`src/rtl/pulse_pkg.sv`:
```
// Shared definitions for the pulse measurement receiver: FSM encoding and the
// default timing constants agreed with the square-wave pulse generator.
package pulse_pkg;

  typedef enum logic [1:0] {
    ST_IDLE = 2'd0,
    ST_MEAS = 2'd1,
    ST_LOST = 2'd2
  } meas_state_t;

  // Generator Period register value; the generator adds one cycle per period.
  localparam int GEN_PERIOD     = 32'sd14746;
  localparam int DEF_CNT_W      = 32'sd16;
  localparam int DEF_EXP_PERIOD = GEN_PERIOD + 32'sd1;
  localparam int DEF_TOL        = 32'sd64;
  localparam int DEF_LOCK_CNT   = 32'sd4;
  localparam int DEF_TIMEOUT    = 32'sd2 * DEF_EXP_PERIOD;

endpackage

```
`src/rtl/pulse_sync_edge.sv`:
```
// Two-flop synchroniser for an asynchronous input followed by a delay flop
// that produces single-cycle rise/fall strobes in the clk domain.
module pulse_sync_edge (
  input  logic clk,
  input  logic rst,
  input  logic d_async,
  output logic d_sync,
  output logic rise,
  output logic fall
);

  logic meta_r;
  logic sync_r;
  logic prev_r;

  // Synchroniser chain plus one stage of history for edge detection
  always_ff @(posedge clk or posedge rst) begin
    if (rst) begin
      meta_r <= 1'b0;
      sync_r <= 1'b0;
      prev_r <= 1'b0;
    end else begin
      meta_r <= d_async;
      sync_r <= meta_r;
      prev_r <= sync_r;
    end
  end

  assign d_sync = sync_r;
  assign rise   = sync_r & ~prev_r;
  assign fall   = ~sync_r & prev_r;

endmodule

```
`src/rtl/pulse_meas.sv`:
```
// Measures period and high time of an asynchronous square wave in clk cycles,
// reports lock to the expected period and loss of edges.
module pulse_meas
  import pulse_pkg::*;
#(
  parameter int CNT_W      = DEF_CNT_W,
  parameter int EXP_PERIOD = DEF_EXP_PERIOD,
  parameter int TOL        = DEF_TOL,
  parameter int LOCK_CNT   = DEF_LOCK_CNT,
  parameter int TIMEOUT    = DEF_TIMEOUT
) (
  input  logic             clk,
  input  logic             rst,
  input  logic             pulse_in,
  output logic [CNT_W-1:0] period,
  output logic [CNT_W-1:0] high_time,
  output logic             meas_valid,
  output logic             locked,
  output logic             lost
);

  localparam int GOOD_W = $clog2(LOCK_CNT + 32'sd1);
  localparam int DW     = CNT_W + 32'sd1;

  localparam logic [CNT_W-1:0]     ONE_C      = CNT_W'(1);
  localparam logic [CNT_W-1:0]     TIMEOUT_C  = CNT_W'(TIMEOUT);
  localparam logic [CNT_W-1:0]     LAST_C     = CNT_W'(TIMEOUT - 32'sd1);
  localparam logic signed [DW-1:0] EXP_C      = DW'(EXP_PERIOD);
  localparam logic signed [DW-1:0] TOL_HI_C   = DW'(TOL);
  localparam logic signed [DW-1:0] TOL_LO_C   = DW'(-TOL);
  localparam logic [GOOD_W-1:0]    LOCK_C     = GOOD_W'(LOCK_CNT);
  localparam logic [GOOD_W-1:0]    GOOD_ONE_C = GOOD_W'(1);

  logic                 rise_s;
  logic                 fall_s;
  logic                 sync_unused_s;
  logic [CNT_W-1:0]     cnt_r;
  logic [CNT_W-1:0]     cnt_p1_s;
  logic [CNT_W-1:0]     hcap_r;
  logic signed [DW-1:0] diff_s;
  logic                 in_tol_s;
  logic                 timeout_s;

  meas_state_t          state_r;
  meas_state_t          state_nxt_s;
  logic [GOOD_W-1:0]    good_r;
  logic [GOOD_W-1:0]    good_nxt_s;
  logic [CNT_W-1:0]     period_r;
  logic [CNT_W-1:0]     period_nxt_s;
  logic [CNT_W-1:0]     high_r;
  logic [CNT_W-1:0]     high_nxt_s;
  logic                 valid_r;
  logic                 valid_nxt_s;
  logic                 locked_r;
  logic                 locked_nxt_s;
  logic                 lost_r;
  logic                 lost_nxt_s;

  pulse_sync_edge u_sync (
    .clk     (clk),
    .rst     (rst),
    .d_async (pulse_in),
    .d_sync  (sync_unused_s),
    .rise    (rise_s),
    .fall    (fall_s)
  );

  assign cnt_p1_s = cnt_r + ONE_C;
  assign diff_s   = $signed({1'b0, cnt_p1_s}) - EXP_C;
  assign in_tol_s = (diff_s >= TOL_LO_C) && (diff_s <= TOL_HI_C);
  // lost registers on the same edge that cnt reaches TIMEOUT
  assign timeout_s = (cnt_r >= LAST_C);

  // Cycle counter restarted by each rise and saturating at TIMEOUT; high-time capture
  always_ff @(posedge clk or posedge rst) begin
    if (rst) begin
      cnt_r  <= '0;
      hcap_r <= '0;
    end else begin
      if (rise_s) begin
        cnt_r <= '0;
      end else if (cnt_r < TIMEOUT_C) begin
        cnt_r <= cnt_p1_s;
      end else begin
        cnt_r <= cnt_r;
      end
      if (fall_s) begin
        hcap_r <= cnt_p1_s;
      end else begin
        hcap_r <= hcap_r;
      end
    end
  end

  // Next-state, lock counter and output updates
  always_comb begin
    state_nxt_s  = state_r;
    good_nxt_s   = good_r;
    period_nxt_s = period_r;
    high_nxt_s   = high_r;
    valid_nxt_s  = 1'b0;
    locked_nxt_s = locked_r;
    lost_nxt_s   = lost_r;
    case (state_r)
      ST_IDLE: begin
        if (rise_s) begin
          state_nxt_s = ST_MEAS;
        end else if (timeout_s) begin
          state_nxt_s  = ST_LOST;
          lost_nxt_s   = 1'b1;
          locked_nxt_s = 1'b0;
          good_nxt_s   = '0;
        end else begin
          state_nxt_s = ST_IDLE;
        end
      end
      ST_MEAS: begin
        if (rise_s) begin
          valid_nxt_s  = 1'b1;
          period_nxt_s = cnt_p1_s;
          high_nxt_s   = hcap_r;
          if (in_tol_s) begin
            if (good_r < LOCK_C) begin
              good_nxt_s = good_r + GOOD_ONE_C;
            end else begin
              good_nxt_s = LOCK_C;
            end
            locked_nxt_s = (good_nxt_s == LOCK_C);
          end else begin
            good_nxt_s   = '0;
            locked_nxt_s = 1'b0;
          end
        end else if (timeout_s) begin
          state_nxt_s  = ST_LOST;
          lost_nxt_s   = 1'b1;
          locked_nxt_s = 1'b0;
          good_nxt_s   = '0;
        end else begin
          state_nxt_s = ST_MEAS;
        end
      end
      ST_LOST: begin
        // first rise only restarts the measurement
        if (rise_s) begin
          state_nxt_s = ST_MEAS;
          lost_nxt_s  = 1'b0;
        end else begin
          lost_nxt_s   = 1'b1;
          locked_nxt_s = 1'b0;
          good_nxt_s   = '0;
        end
      end
      default: begin
        state_nxt_s  = ST_IDLE;
        lost_nxt_s   = 1'b0;
        locked_nxt_s = 1'b0;
        good_nxt_s   = '0;
      end
    endcase
  end

  // State and registered outputs
  always_ff @(posedge clk or posedge rst) begin
    if (rst) begin
      state_r  <= ST_IDLE;
      good_r   <= '0;
      period_r <= '0;
      high_r   <= '0;
      valid_r  <= 1'b0;
      locked_r <= 1'b0;
      lost_r   <= 1'b0;
    end else begin
      state_r  <= state_nxt_s;
      good_r   <= good_nxt_s;
      period_r <= period_nxt_s;
      high_r   <= high_nxt_s;
      valid_r  <= valid_nxt_s;
      locked_r <= locked_nxt_s;
      lost_r   <= lost_nxt_s;
    end
  end

  assign period     = period_r;
  assign high_time  = high_r;
  assign meas_valid = valid_r;
  assign locked     = locked_r;
  assign lost       = lost_r;

endmodule

```
`config.mk`:
```
export PLATFORM = sky130hd
export DESIGN_NAME = pulse_meas
export DESIGN_NICKNAME = d
export VERILOG_FILES = /design/src/rtl/pulse_pkg.sv /design/src/rtl/pulse_sync_edge.sv /design/src/rtl/pulse_meas.sv
export SDC_FILE = /design/constraint.sdc
export NUM_CORES = 1
export LEC_CHECK = 0
export ABC_AREA = 0
export CAP_MARGIN = 20
export CORE_AREA = 2 2 83 85
export DETAILED_ROUTE_END_ITERATION = 7
export DIE_AREA = 0 0 85 87
export GPL_ROUTABILITY_DRIVEN = 0
export PLACE_DENSITY = 0.92
export SYNTH_ARGS = -nofsm -noshare
export SYNTH_HDL_FRONTEND = slang
export SYNTH_HIERARCHICAL = 1
export SYNTH_SLANG_ARGS = --single-unit
```
`constraint.sdc`:
```
create_clock -name clk -period 5.5 [get_ports clk]
set_input_delay 1.1 -clock clk [delete_from_list [all_inputs] [get_ports clk]]
set_output_delay 1.1 -clock clk [all_outputs]
set_load 0.01 [all_outputs]
```
==> impl_results.md <==
- Status: complete, no violations
- Post-Synthesis Cell Area: 3924 µm²
- Flop pwr share: 0.475
- Gate Count Post-Synth: 431
- Slowest cell on crit path: dfrtp_1
- Ys Warns: 6
- Layout Utilization: 0.6890
- Final Instance Count excl. Fillers: between 500 and 600
- GR Util met3: 0.06256
- Crit-path cells: ha_1 -> nand3_1 -> nor4_1 -> xnor2_1 -> a2111oi_2 -> or3_1 -> a2111oi_2 -> a21oi_1 -> o41ai_1
- Most frequent cells in the layout: nand2_1 (89), dfrtp_1 (75), clkdlybuf4s50_1 (37)
- Initial antenna violation count: 0
- CP Launch Point: cnt_r[0]
- Delay-heaviest family, CP: simple AND/OR/NAND/NOR gates
- Critical path buffers and inverters: 0
- Placed cells: 524
- CTS sink cnt: 75
- Initial DRT Pass Iterations: 5
- HPWL Detailed: 5.759 mm
- Yosys top cell area share: 0.4783
- Dominant cell type by area after synthesis: dfrtp_1
- Data arrival, critical path: 3.78 ns
- Remaining Overflow, GRT: 0
- # DRC: 0
- Antenna Cells: 0
- Max Fanout on Critical Path: 13
- CP Class: register to register
- Endpoints failing setup: 0
- Synthesized Nets: 440
- Hold slack final: approximately 0.35 ns
- Crit. End Element: register
- Total net switching power: 0.4239 mW
- Die Width: about 85 µm
- Comb power frac: 0.183
- Share of layout cells above drive strength 1: 0.08913
- Synth Register Bits: 75
- Area growth from synthesis to layout: 15.34%
- Rows: 30
- Vias/cell: just over 6
- Int Power: between 1 and 1.5 mW
- Async S/R FF share, synth: 1.000
- Final TNS setup: 0 ns
- Startpoint types: register
- Die Y: 87 µm
- FILL cells: 456
- Iter 0 DRT Violations: 272
- Power per standard cell area: about 320 nW/µm²
- Clock Latency Late Sink: between 0.3 and 0.4 ns
- Syn avg cell area: between 9 and 10 µm²
- Final Hold Fails: 0
- All-Layer GR Usage: 0.2472
- CTS buffer count: 9
- Commonest non-fill, non-tap cell in the layout: nand2_1
- Count of cell types in the netlist: 60
- RR Startpoint: cnt_r[0]
- Hold Path Class: register to register
- Largest net degree at the start of global routing: 73
- Max VDD drop: around 0.00032 V
- Die area: ~7400 µm²
- RSZ-0062 raised after global routing: no
- Final min period: around 3.5 ns
- Period utilisation layout: 0.6406
- Share of power burned in the clock network: 0.342
- Post-CTS Resized: 0
- Met1 GRT Util: 0.3159
- Switching portion of total power: 0.2949
- Post-synth EDFFs: 0
- Max Cap Viol: 0
- Routed wire length: 8.522 mm
- Pleak: 1.933 nW
- Total power: about 1.4 mW
- Vias in the first global route: around 3100
- Final net count: roughly 460
- I/O Buffers: 37
- DRT antenna net count: 0
- DR WL/cell: between 15 and 20 µm
- Hold Startpoint: u_sync/meta_r
- Routing usage on met2: 0.3906
- Via count: about 3300
- Post-CTS Hold Buffers: 0
- Post CTS Setup Buffer Count: 0
- Core footprint: approximately 6600 µm²
- CP most frequent cell: a2111oi_2
- Worst-path clk slew: roughly 0.080 ns
- CTS tree: done
- Clock Tree Root: clkbuf_8
- Critical Path RT: about 5.8 ns
- GR peak layer: met2
- Relative slew slack: 0.3691
- Post-synthesis sequential area ratio: 0.4783
- CTS max path bufs: 2
- Top Ports: 38
- Top cells by area, synth: dfrtp_1 (48%), nand2_1 (8.5%), a21oi_1 (4.6%)
- First-pass GRT wire length: 14.30 mm
- Fmax: 0.2838 GHz
- Most used DFF post-synth: dfrtp_1
- H-tree levels: 3
- Max-slew violation count: 0
- Clock skew: between 0.01 and 0.015 ns
- Slew @ Worst Pin: about 0.94 ns
- Delay of the slowest critical-path stage: about 0.6 ns
- Initial core utilization: 0.5973
stage by stage:
stage                     cell area [µm²]  setup slack [ns]
after CTS                            4526             2.064
after floorplan                      3924             2.575
after detailed placement             4293             2.080
final                                4526             1.977
after global routing                 4526             1.733
after global placement               4293             2.367
cell type report:
| class | count | area (µm²) | area share |
|---|---|---|---|
| inverters | 8 | 30.03 | 0.006635 |
| clock inverters | 6 | 95.09 | 0.02101 |
| well taps | 80 | 100.1 | 0.02212 |
| clock buffers | 10 | 137.6 | 0.03041 |
| multi-input cells | 321 | 1893 | 0.4183 |
| flip-flops and latches | 75 | 1877 | 0.4147 |
| repair buffers | 40 | 392.9 | 0.08681 |
routing by layer:
metal	wire, µm	part of all wire
met4	224	0.026
met1	3619	0.42
met5	0	0
met3	556	0.065
met2	4122	0.48
power by group through the flow:
stage | clock network (mW) | logic [mW] | registers, mW
3_3_place_gp | 0 | 0.255 | 0.689
6_report | 0.491 | 0.263 | 0.683
3_5_place_dp | 0 | 0.263 | 0.693
5_1_grt | 0.520 | 0.293 | 0.693
4_1_cts | 0.496 | 0.265 | 0.682
2_1_floorplan | 0 | 0.167 | 0.683
state kept, by name (all words and copies together), names as in the netlist:
| name | flops |
|---|---|
| cnt_r | 16 |
| hcap_r | 16 |
| high_time | 16 |
| period | 16 |
| good_r | 3 |
| state_r | 2 |
| locked | 1 |
| lost | 1 |
| meas_valid | 1 |
| u_sync/d_sync | 1 |
| u_sync/meta_r | 1 |
| u_sync/prev_r | 1 |
logic make-up (layout without fill, tap and decap cells):
group | Yosys count | count (layout) | synth area share
AOI/OAI and AO/OA | 100 | 100 | 0.1642
xor gates and xnor gates | 27 | 27 | 0.06027
adders and majority gates | 6 | 6 | 0.01913
buffers and inverters | 35 | 64 | 0.03922
DFF | 75 | 75 | 0.4783
muxes | 3 | 3 | 0.008609
and+or+nand+nor | 185 | 185 | 0.2302
worst register-to-register path, cell delays in order, from the launching register on:
cell	delay, ns
dfrtp_1	0.60
ha_1	0.39
nand3_1	0.22
nor4_1	0.44
xnor2_1	0.41
a2111oi_2	0.12
or3_1	0.40
a2111oi_2	0.38
a21oi_1	0.20
o41ai_1	0.27
Yosys cell counts (5+ instances only):
cell type	instances
xor2_1	10
ha_1	6
clkbuf_1	16
a21oi_1	36
nor3_1	5
nor2b_1	5
a211oi_1	5
buf_2	9
inv_1	7
nand4_1	5
dfrtp_1	75
or3_1	5
nor2_1	35
nand2b_1	7
xnor2_1	17
and2_1	5
nand2_1	89
o21ai_0	26
path summary, 6_finish.rpt:
path	endpoint	cells past startpoint	slack, ns
max in group asynchronous	cnt_r[1]	3	3.54
hold / removal	u_sync/d_sync	0	0.35
hold reg to reg	u_sync/d_sync	0	0.35
min in group asynchronous	u_sync/meta_r	2	0.98
setup reg to reg	good_r[1]	9	1.98
setup / recovery	good_r[1]	9	1.98
No activity file was read; power rests on OpenSTA's default activity.
